===== config.mk =====
export PLATFORM = sky130hd
export DESIGN_NAME = clock_time_core
export DESIGN_NICKNAME = d
export VERILOG_FILES = /design/src/rtl/clock_time_core.sv
export SDC_FILE = /design/constraint.sdc
export NUM_CORES = 1
export LEC_CHECK = 0
export BUFFER_PORTS_ARGS = -buffer_cell sky130_fd_sc_hd__buf_4
export CAP_MARGIN = 10
export CORE_MARGIN = 4
export CORE_UTILIZATION = 53
export DETAILED_ROUTE_END_ITERATION = 8
export PLACE_DENSITY = 0.76
export SLEW_MARGIN = 20
export SYNTH_ARGS = -nofsm -noshare
export SYNTH_HDL_FRONTEND = slang
export SYNTH_SLANG_ARGS = --single-unit

===== constraint.sdc =====
create_clock -name clk -period 2.2 [get_ports clk]
set_input_delay 0.11 -clock clk [delete_from_list [all_inputs] [get_ports clk]]
set_output_delay 0.11 -clock clk [all_outputs]
set_load 0.03 [all_outputs]

===== src/rtl/clock_time_core.sv =====
// Time-keeping core: 1 Hz prescaler, BCD hh:mm:ss counter and key-driven set mode.
// Packed BCD time feeds the 6-digit scan driver directly.
module clock_time_core #(
  parameter int unsigned CNT_MAX = 49_999_999
) (
  input  logic        clk,
  input  logic        rst_n,
  input  logic        key_mode,
  input  logic        key_inc,
  output logic [23:0] disp_data,
  output logic [1:0]  set_mode,
  output logic        tick_1hz
);

  typedef enum logic [1:0] {
    RUN     = 2'b00,
    SET_HR  = 2'b01,
    SET_MIN = 2'b10,
    SET_SEC = 2'b11
  } mode_e;

  localparam logic [25:0] CNT_TOP = 26'(CNT_MAX);

  mode_e       mode_q, mode_d;
  logic [25:0] cnt_q, cnt_d;
  logic [7:0]  hr_q, hr_d;
  logic [7:0]  min_q, min_d;
  logic [7:0]  sec_q, sec_d;
  logic        tick_q, tick_d;

  // Two-digit BCD increment wrapping at lim; any out-of-range value recovers to 00.
  function automatic logic [7:0] bcd_inc(input logic [7:0] v, input logic [7:0] lim);
    logic [7:0] r;
    if (v[3:0] > 4'd9 || v >= lim) begin
      r = 8'h00;
    end else if (v[3:0] == 4'd9) begin
      r = {v[7:4] + 4'd1, 4'd0};
    end else begin
      r = v + 8'd1;
    end
    return r;
  endfunction

  function automatic mode_e next_mode(input mode_e m);
    mode_e r;
    unique case (m)
      RUN:     r = SET_HR;
      SET_HR:  r = SET_MIN;
      SET_MIN: r = SET_SEC;
      default: r = RUN;
    endcase
    return r;
  endfunction

  always_comb begin
    mode_d = mode_q;
    cnt_d  = cnt_q;
    hr_d   = hr_q;
    min_d  = min_q;
    sec_d  = sec_q;
    tick_d = 1'b0;
    if (key_mode) begin
      // A mode key always wins over a simultaneous increment and restarts the prescaler.
      mode_d = next_mode(mode_q);
      cnt_d  = '0;
    end else begin
      unique case (mode_q)
        RUN: begin
          if (cnt_q == CNT_TOP) begin
            cnt_d  = '0;
            tick_d = 1'b1;
            sec_d  = bcd_inc(sec_q, 8'h59);
            if (sec_q == 8'h59) begin
              min_d = bcd_inc(min_q, 8'h59);
              if (min_q == 8'h59) begin
                hr_d = bcd_inc(hr_q, 8'h23);
              end
            end
          end else begin
            cnt_d = cnt_q + 26'd1;
          end
        end
        SET_HR: begin
          cnt_d = '0;
          if (key_inc) hr_d = bcd_inc(hr_q, 8'h23);
        end
        SET_MIN: begin
          cnt_d = '0;
          if (key_inc) min_d = bcd_inc(min_q, 8'h59);
        end
        default: begin
          cnt_d = '0;
          if (key_inc) sec_d = bcd_inc(sec_q, 8'h59);
        end
      endcase
    end
  end

  always_ff @(posedge clk or negedge rst_n) begin
    if (!rst_n) begin
      mode_q <= RUN;
      cnt_q  <= '0;
      hr_q   <= 8'h00;
      min_q  <= 8'h00;
      sec_q  <= 8'h00;
      tick_q <= 1'b0;
    end else begin
      mode_q <= mode_d;
      cnt_q  <= cnt_d;
      hr_q   <= hr_d;
      min_q  <= min_d;
      sec_q  <= sec_d;
      tick_q <= tick_d;
    end
  end

  assign disp_data = {hr_q, min_q, sec_q};
  assign set_mode  = mode_q;
  assign tick_1hz  = tick_q;

endmodule


Yosys cells after proc, flatten, opt, wreduce, memory -nomap -nowiden. Index checks and enable logic that the tools add are counted.

Register bits after elaboration: 53. Bits of input ports: 4. Output and inout port bits: 27. Logic and storage cells: 70.

Add/sub/neg operators: 7. $lt $le $gt $ge: 6. Equal/unequal tests: 13. Muxes and demuxes: 25. Bitwise gates (word level): 2. Reductions and logical operators: 11.

Operators with widths (count): 8-bit two-way mux (15); 26-bit two-way mux (3); 8-bit one-hot mux with 2 select lines (3); 26-bit by 1-bit adder with 26-bit output, second input constant (1); 26-bit equality test, second input constant (1); 8-bit by 1-bit adder with 8-bit output, second input constant (3); 8-bit by 7-bit equality test with 1-bit output, second input constant (2); 8-bit by 7-bit >= comparator with 1-bit output, second input constant (2); 4-bit by 1-bit adder with 4-bit output, second input constant (3); 4-bit equality test, second input constant (3); 4-bit greater-than comparator, second input constant (3); 2-bit != test, second input constant (5); 8-bit by 6-bit >= comparator with 1-bit output, second input constant (1); 2-bit one-hot mux with 3 select lines (1); 6-bit AND reduction (1); 2-bit nonzero test (3); 5-bit AND reduction (1); 4-bit AND reduction (1); 1-bit logical OR (3); 1-bit two-way mux (3); 2-bit by 1-bit equality test with 1-bit output, second input constant (1); 2-bit equality test, second input constant (1); 2-bit logical NOT (1); 1-bit inverter (2); 2-bit OR reduction (1).

Longest topological paths before layout. Gate-level depths: netlist of the first run.

Depth after elaboration: 7. Depth in mapped cells: 9. Mapped depth without buffers: 7.

Worst setup path after synthesis of the first run. No wires, ideal clock.

Path kind: reg2reg. Start: register mode_q[0] (netlist: set_mode[0]). End: register sec_q[2]. Setup time: 0.096 ns. Arrival: 2.283 ns. Required time: 2.104 ns. Slack: -0.179 ns. Stages on the path, launching flop included: 9. Buffers on the path: 1. Clock period less this slack: 2.379 ns. Path through: dfrtp_1 inv_1 ha_1 or3b_2 nor4_1 a32oi_1 clkbuf_1 or2_1 o31ai_1.

Word-level cells in the longest chain between the ends: 4. Elaborated cells on any way between the ends: 9. Those cells by class: eq/ne: 3; mux: 1; bitwise: 1; reduce/logical: 4.

RTL lines: start, declared (line 24) `mode_e mode_q, mode_d;`; start signal, assigned (line 108) `mode_q <= mode_d;`; 2-bit equality test / 2-bit by 1-bit equality test with 1-bit output (equally long branches) (line 67) `unique case (mode_q)`; 2-bit OR reduction (no line); 1-bit inverter (no line); 4-bit AND reduction (no line); end signal, assigned (line 105) `sec_q <= 8'h00;`; end signal, assigned (line 112) `sec_q <= sec_d;`; end, declared (line 28) `logic [7:0] sec_q, sec_d;`.

Parallel ways exist; a longest one is shown, timed or not. A chain may end at the register's enable or synchronous reset.

Final worst setup path of the first run.
Start: register cnt_q[16]. End: register hr_q[3].

Word-level cells in the longest chain between the ends: 3.

RTL lines: start, declared (line 25) `logic [25:0] cnt_q, cnt_d;`; start signal, assigned (line 109) `cnt_q <= cnt_d;`; 26-bit equality test (line 69) `if (cnt_q == CNT_TOP) begin`; 2-bit != test (no line); 6-bit AND reduction (no line); end signal, assigned (line 110) `hr_q <= hr_d;`; end, declared (line 26) `logic [7:0] hr_q, hr_d;`.

Every way passes these cells.

==> out/metrics.yaml, run 1 <==
run_status: "complete, no violations"
final-setup-viol-count: 0
ctsLongestPathBuffers: 2
main_area_contributors_after_synthesis: "sky130_fd_sc_hd__dfrtp_1 (44%), sky130_fd_sc_hd__nor2_1 (5.5%), sky130_fd_sc_hd__xnor2_1 (4.9%), sky130_fd_sc_hd__ha_1 (4.1%), sky130_fd_sc_hd__nand2_1 (2.6%)"
cp_cell_sequence: "or4_4 -> nor3_4 -> nand4_1 -> buf_4 -> a2111oi_1 -> a221o_1"
dp_hpwl_um: 4425
finalNetCount: 387
hold_start: "key_mode"
clock.fmax_ghz: 0.4655
detailedRoute.firstPassIterationCount: 4
cp.depth: 6
synthToLayoutAreaGrowth_pct: 20.32
globalRouteOverflowTotal: 0
drc: 0
setup_ws_ns: 0.05155
slowest_stage: "sky130_fd_sc_hd__or4_4"
final_cycle_share_pct: 97.66
multi_input_comb_area_um2: 1633
tightest_slew_ns: 0.6606
cap_viol_max_count: 0
netlist_instances: 321
report.final.slew_viol_count: 0
setup_repair_after_global_routing_missed_its_margin: "true"
final-hold-violation-count: 0
die_w_um: 83.60
placement.io_buffers: 30
cp_data_required_time_ns: 2.45
clock-skew-final_ns: 0.01050
num_io_pins: 31
p_leak_nw: 1.539
instances_no_fill: 446
critPathCaptureType: "flip-flop"
tritoncts.num_buffers: 5
crit-reg2reg-launch: "cnt_q[16]"
filler_cell_count: 469
gp_congestion: 0.8336
drt_wl_total_um: 6235
yosysWarningCount: 0
dpl.cell_count: 434
post-layout-total-power_mw: 3.800
syn_avg_cell_area_um2: 9.437
via_per_inst: 5.612
final_period_minus_worst_setup_slack_ns: 2.148
number_of_register_bits_inferred_by_synthesis: 53
whs_path_depth: 2
timing.hold.worst.class: "in2reg"
start_util_pct: 54.67
postRouteAntennaNets: 0
critPathBufInv: 1
drt_iter0_markers: 120
ctsHtreeMaxLevel: 2
layout_commonest_cell: "sky130_fd_sc_hd__buf_4"
final_hold_slack_ns: 0.03376
mostFrequentLayoutCells: "sky130_fd_sc_hd__buf_4 (55), sky130_fd_sc_hd__dfrtp_1 (48), sky130_fd_sc_hd__nor2_1 (43), sky130_fd_sc_hd__nand2_1 (21), sky130_fd_sc_hd__xnor2_1 (17)"
max-slew-margin-rel_pct: 55.96
std_cell_rows: 27
place_worst_setup_slack_ns: -0.03277
netlist-cell-type-count: 57
via_count_of_the_first_global_routing_pass: 2357
cts_num_sinks: 53
setup.reg_to_reg.worst_slack_ns: 0.05
design.die.area_um2: 6989
synthesis.area_um2: 3029
antenna_violations_before_repair: 0
cellPowerDensity_nw_per_um2: 1043
placed_area_um2: 3492
ff_latch_area_um2: 1333
power.ir.vdd_worst_v: 0.0005589
cp_data_arrival_time_ns: 2.40
via_count: 2503
crit-reg2reg-capture: "hr_q[3]"
critical-path-top-delay-family: "simple AND/OR/NAND/NOR gates"
critical_path_peak_fanout: 6
drive_gt1_share_pct: 24.06
path_class: "reg2reg"
synth_fp_nets: 335
seq_area_frac_synth_pct: 43.78
synth_enable_flop_cells: 0
grt_usage_pct: 18.14
clockRootBuffer: "sky130_fd_sc_hd__clkbuf_8"
holdPathEnd: "set_mode[0]"
diodes: 0
worst_r2r_path_depth: 6
start_kind: "flip-flop"
grt_max_degree: 54
die-height_um: 83.60
route.detailed.wl_per_inst_um: 13.98
post-synth-top-area-fraction_pct: 43.78
yosysTopAreaCell: "sky130_fd_sc_hd__dfrtp_1"
grt_pass1_wl_um: 10740
insertion_delay_ns: 0.31
dominantRegCellSynth: "sky130_fd_sc_hd__dfrtp_1"
cts.clk_slew.worst_paths_ns: 0.10
synth-async-reset-ratio_pct: 100.0
finalInstanceArea_um2: 3645
tritoncts: "yes"
core_area_um2: 5540
cp_slowest_stage_delay_ns: 0.56
[layer usage]
| metal | vias up | share of wire (%) | GRT usage [%] |
|---|---|---|---|
| li1 | 1249 | - | - |
| met1 | 1216 | 47 | 24.13 |
| met2 | 32 | 49 | 30.51 |
| met3 | 6 | 3.1 | 3.653 |
| met4 | 0 | 1.0 | 4.240 |
| met5 | - | 0 | 0 |
[metrics by stage]
| step | util (%) | TNS [ns] |
|---|---|---|
| global placement | 63.03 | 0 |
| finish | 65.79 | 0 |
| CTS | 64.84 | 0 |
| detailed placement | 63.03 | -0.05042 |
| global route | 65.79 | -0.02115 |
| floorplan | - | -0.002927 |
[where the power goes]
part | switching [mW] | internal, mW | leakage, nW
clock | 0.309 | 0.258 | 0.0455
sequential | 0.191 | 1.14 | 0.705
combinational | 1.12 | 0.775 | 0.788
total | 1.62 | 2.18 | 1.54
[worst max-delay path by stage]
| stage | from | endpoint | slack [ns] |
|---|---|---|---|
| 3_5_place_dp | cnt_q[10] | min_q[4] | -0.03 |
| 4_1_cts | cnt_q[10] | hr_q[3] | 0.006 |
| 6_report | cnt_q[16] | hr_q[3] | 0.05 |
| 5_1_grt | cnt_q[16] | hr_q[3] | -0.01 |
| 2_1_floorplan | set_mode[1] | sec_q[5] | -0.003 |
| 3_3_place_gp | cnt_q[10] | hr_q[1] | 0.06 |
[kinds of logic after synthesis]
kind of cell / after synthesis / synth area share [%]
adder cells (fa/ha/maj): 10 / 4.131
flip-flops: 53 / 43.78
XOR/XNOR: 24 / 6.939
buffers and inverters: 27 / 4.254
AND/OR/NAND/NOR: 147 / 26.72
AO/OA/AOI/OAI: 59 / 13.84
multiplexers: 1 / 0.3305
[state kept, by name, summed over array words and instances, names as in the netlist]
name,count
tick_1hz,1
sec_q,8
hr_q,8
cnt_q,26
min_q,8
set_mode,2
[area by class of cell]
cell class,count,share of cell area (%)
clock buffers,8,2.472
inverters,15,1.545
multi-input cells,241,44.80
flip-flops and latches,53,36.56
well taps,72,2.472
repair buffers,57,12.15
[synthesized netlist by cell type, types with 3 or more instances]
cell,n
sky130_fd_sc_hd__dfrtp_1,53
sky130_fd_sc_hd__nor2_1,44
sky130_fd_sc_hd__nand2_1,21
sky130_fd_sc_hd__xnor2_1,17
sky130_fd_sc_hd__inv_1,15
sky130_fd_sc_hd__o21ai_0,13
sky130_fd_sc_hd__nand3_1,12
sky130_fd_sc_hd__ha_1,10
sky130_fd_sc_hd__nand4_1,10
sky130_fd_sc_hd__nor3_1,9
sky130_fd_sc_hd__o31ai_1,9
sky130_fd_sc_hd__a21oi_1,8
sky130_fd_sc_hd__clkbuf_1,7
sky130_fd_sc_hd__xor2_1,7
sky130_fd_sc_hd__a21o_1,6
sky130_fd_sc_hd__nor4_1,6
sky130_fd_sc_hd__and2_1,5
sky130_fd_sc_hd__nand2b_1,5
sky130_fd_sc_hd__nand3b_1,5
sky130_fd_sc_hd__and4_1,4
sky130_fd_sc_hd__or3_1,4
sky130_fd_sc_hd__a2111oi_0,3
sky130_fd_sc_hd__o22ai_1,3
sky130_fd_sc_hd__o41ai_1,3
sky130_fd_sc_hd__or2_2,3
[what timing repair did]
item | 4_1_cts | 5_1_grt
hold endpoints to repair | 53 | 0
pin swaps | 0 | 3
hold buffers | 1 | 0
gates resized for setup | 1 | 10
endpoints found under the setup margin | 3 | 15
setup buffers | 0 | 3
No activity file was read; power rests on OpenSTA's default activity.
==> run 2, diff against run 1 <==
--- a/config.mk
+++ b/config.mk
@@ -5,12 +5,12 @@
 export SDC_FILE = /design/constraint.sdc
 export NUM_CORES = 1
 export LEC_CHECK = 0
-export BUFFER_PORTS_ARGS = -buffer_cell sky130_fd_sc_hd__buf_4
 export CAP_MARGIN = 10
 export CORE_MARGIN = 4
-export CORE_UTILIZATION = 53
+export CORE_UTILIZATION = 57
 export DETAILED_ROUTE_END_ITERATION = 8
-export PLACE_DENSITY = 0.76
+export DONT_BUFFER_PORTS = 1
+export PLACE_DENSITY = 0.75
 export SLEW_MARGIN = 20
 export SYNTH_ARGS = -nofsm -noshare
 export SYNTH_HDL_FRONTEND = slang
==> out/metrics.yaml, run 2 (synthesis results as in run 1) <==
globalRouteOverflowTotal: 0  # unchanged
finalNetCount: 380  # -1.8%
layout_commonest_cell: "sky130_fd_sc_hd__dfrtp_1"
synthToLayoutAreaGrowth_pct: 19.12
cp_data_arrival_time_ns: 2.53  # +0.13 ns
slowest_stage: "sky130_fd_sc_hd__or4b_4"
critical_path_peak_fanout: 6  # unchanged
grt_usage_pct: 21.64  # +3.5 points
critPathBufInv: 1  # unchanged
tightest_slew_ns: 0.5063  # -0.1544 ns
dp_hpwl_um: 4586  # +3.6%
power.ir.vdd_worst_v: 0.0005699  # +2.0%
placement.io_buffers: 0  # -100%
top_register: "cnt_q"
design.die.area_um2: 6545  # -6.4%
tritoncts: "yes"
setup_ws_ns: -0.08247  # -0.1340 ns
run_status: "finished with violations"
clock-skew-final_ns: 0.01075  # +0.0002442 ns
cp_data_required_time_ns: 2.45  # about the same
insertion_delay_ns: 0.31  # about the same
drt_iter0_markers: 136  # +13%
via_count_of_the_first_global_routing_pass: 2428  # +3.0%
drive_gt1_share_pct: 22.62  # -1.4 points
grt_max_degree: 54  # unchanged
detailedRoute.firstPassIterationCount: 4  # unchanged
ctsLongestPathBuffers: 2  # unchanged
failed_checks: "negative setup slack"
final-setup-viol-count: 1  # +1
final-hold-violation-count: 0  # unchanged
gp_congestion: 0.8588  # +3.0%
ctsHtreeMaxLevel: 2  # unchanged
cp_cell_sequence: "or4b_4 -> nor3_4 -> nand4_1 -> buf_6 -> a2111oi_0 -> a221o_1"
clock.fmax_ghz: 0.4381  # -5.9%
via_per_inst: 5.854  # +4.3%
route.detailed.wl_per_inst_um: 15.46  # +11%
mostFrequentLayoutCells: "sky130_fd_sc_hd__dfrtp_1 (48), sky130_fd_sc_hd__buf_4 (45), sky130_fd_sc_hd__nor2_1 (43), sky130_fd_sc_hd__nand2_1 (21), sky130_fd_sc_hd__xnor2_1 (17)"
largest_register_ffs: 26  # unchanged
cp_slowest_stage_delay_ns: 0.57  # about the same
max-slew-margin-rel_pct: 65.38  # +9.4 points
antenna_violations_before_repair: 0  # unchanged
die_w_um: 80.90  # -3.2%
drt_wl_total_um: 6758  # +8.4%
num_io_pins: 31  # unchanged
p_leak_nw: 1.507  # -2.0%
start_util_pct: 58.93  # +4.3 points
diodes: 0  # unchanged
via_count: 2558  # +2.2%
start_kind: "flip-flop"
path_class: "reg2reg"
grt_pass1_wl_um: 11210  # +4.4%
postRouteAntennaNets: 0  # unchanged
core_area_um2: 5140  # -7.2%
dpl.cell_count: 421  # -3.0%
report.final.slew_viol_count: 0  # unchanged
std_cell_rows: 26  # -3.7%
setup_repair_after_global_routing_missed_its_margin: "true"
final_period_minus_worst_setup_slack_ns: 2.282  # +0.1340 ns
timing.hold.worst.class: "in2reg"
cap_viol_max_count: 0  # unchanged
final_hold_slack_ns: 0.04070  # +0.006945 ns
die-height_um: 80.90  # -3.2%
critical-path-top-delay-family: "simple AND/OR/NAND/NOR gates"
final_cycle_share_pct: 103.7  # +6.1 points
cts_num_sinks: 53  # unchanged
tritoncts.num_buffers: 5  # unchanged
clockRootBuffer: "sky130_fd_sc_hd__clkbuf_8"
cts.clk_slew.worst_paths_ns: 0.09  # about the same
drc: 0  # unchanged
critPathCaptureType: "flip-flop"
cellPowerDensity_nw_per_um2: 1036  # -0.58%
instances_no_fill: 437  # -2.0%
run 2: per-stage QoR:
step / area, um^2 / total power, mW / setup WS [ns] / TNS (ns) / util (%)
after floorplan: 3065 / 2.581 / -0.002927 / -0.002927 / -
after global placement: 3407 / 3.047 / 0.05612 / 0 / 66.29
after detailed placement: 3407 / 3.098 / -0.02546 / -0.02546 / 66.29
after CTS: 3553 / 3.679 / -0.01720 / -0.02990 / 69.13
after global routing: 3608 / 3.980 / -0.1381 / -0.2841 / 70.20
final: 3608 / 3.740 / -0.08247 / -0.08247 / 70.20
run 2: cell type report:
class                   count  area [um^2]
inverters                  15        56.30
flip-flops and latches     53         1333
multi-input cells         241         1633
repair buffers             50        416.7
clock buffers               6        72.57
fillers                   412         1531
well taps                  70        87.58
clock inverters             2        10.01
run 2: final timing paths:
path                       depth (start not counted)   endpoint  startpoint  slack (ns)
max reg2reg                                        6    hr_q[3]   cnt_q[11]       -0.08
max in group asynchronous                          2  cnt_q[23]       rst_n        1.63
min reg2reg                                        1   cnt_q[0]    cnt_q[0]        0.49
max                                                6    hr_q[3]   cnt_q[11]       -0.08
min in group asynchronous                          2   min_q[1]       rst_n        0.30
min                                                2   tick_1hz    key_mode        0.04
run 2: metal layers:
layer | routed length, um | global-route usage [%]
met4 | 151 | 6.926
met5 | 0 | 0
met1 | 2994 | 28.43
met2 | 3306 | 35.71
met3 | 306 | 4.656
run 2: repair_timing:
action                                  in CTS  in global routing
pin swaps                                    3                  4
gates cloned                                 0                  0
setup buffers                                2                  3
hold endpoints to repair                    55                  0
gates resized for setup                      1                  9
endpoints found under the setup margin       4                 14
hold buffers                                 3                  0
run 2: power by group:
| part | switching (mW) | internal [mW] |
|---|---|---|
| sequential | 0.121 | 1.14 |
| clock | 0.314 | 0.222 |
| combinational | 1.22 | 0.721 |
| total | 1.65 | 2.09 |
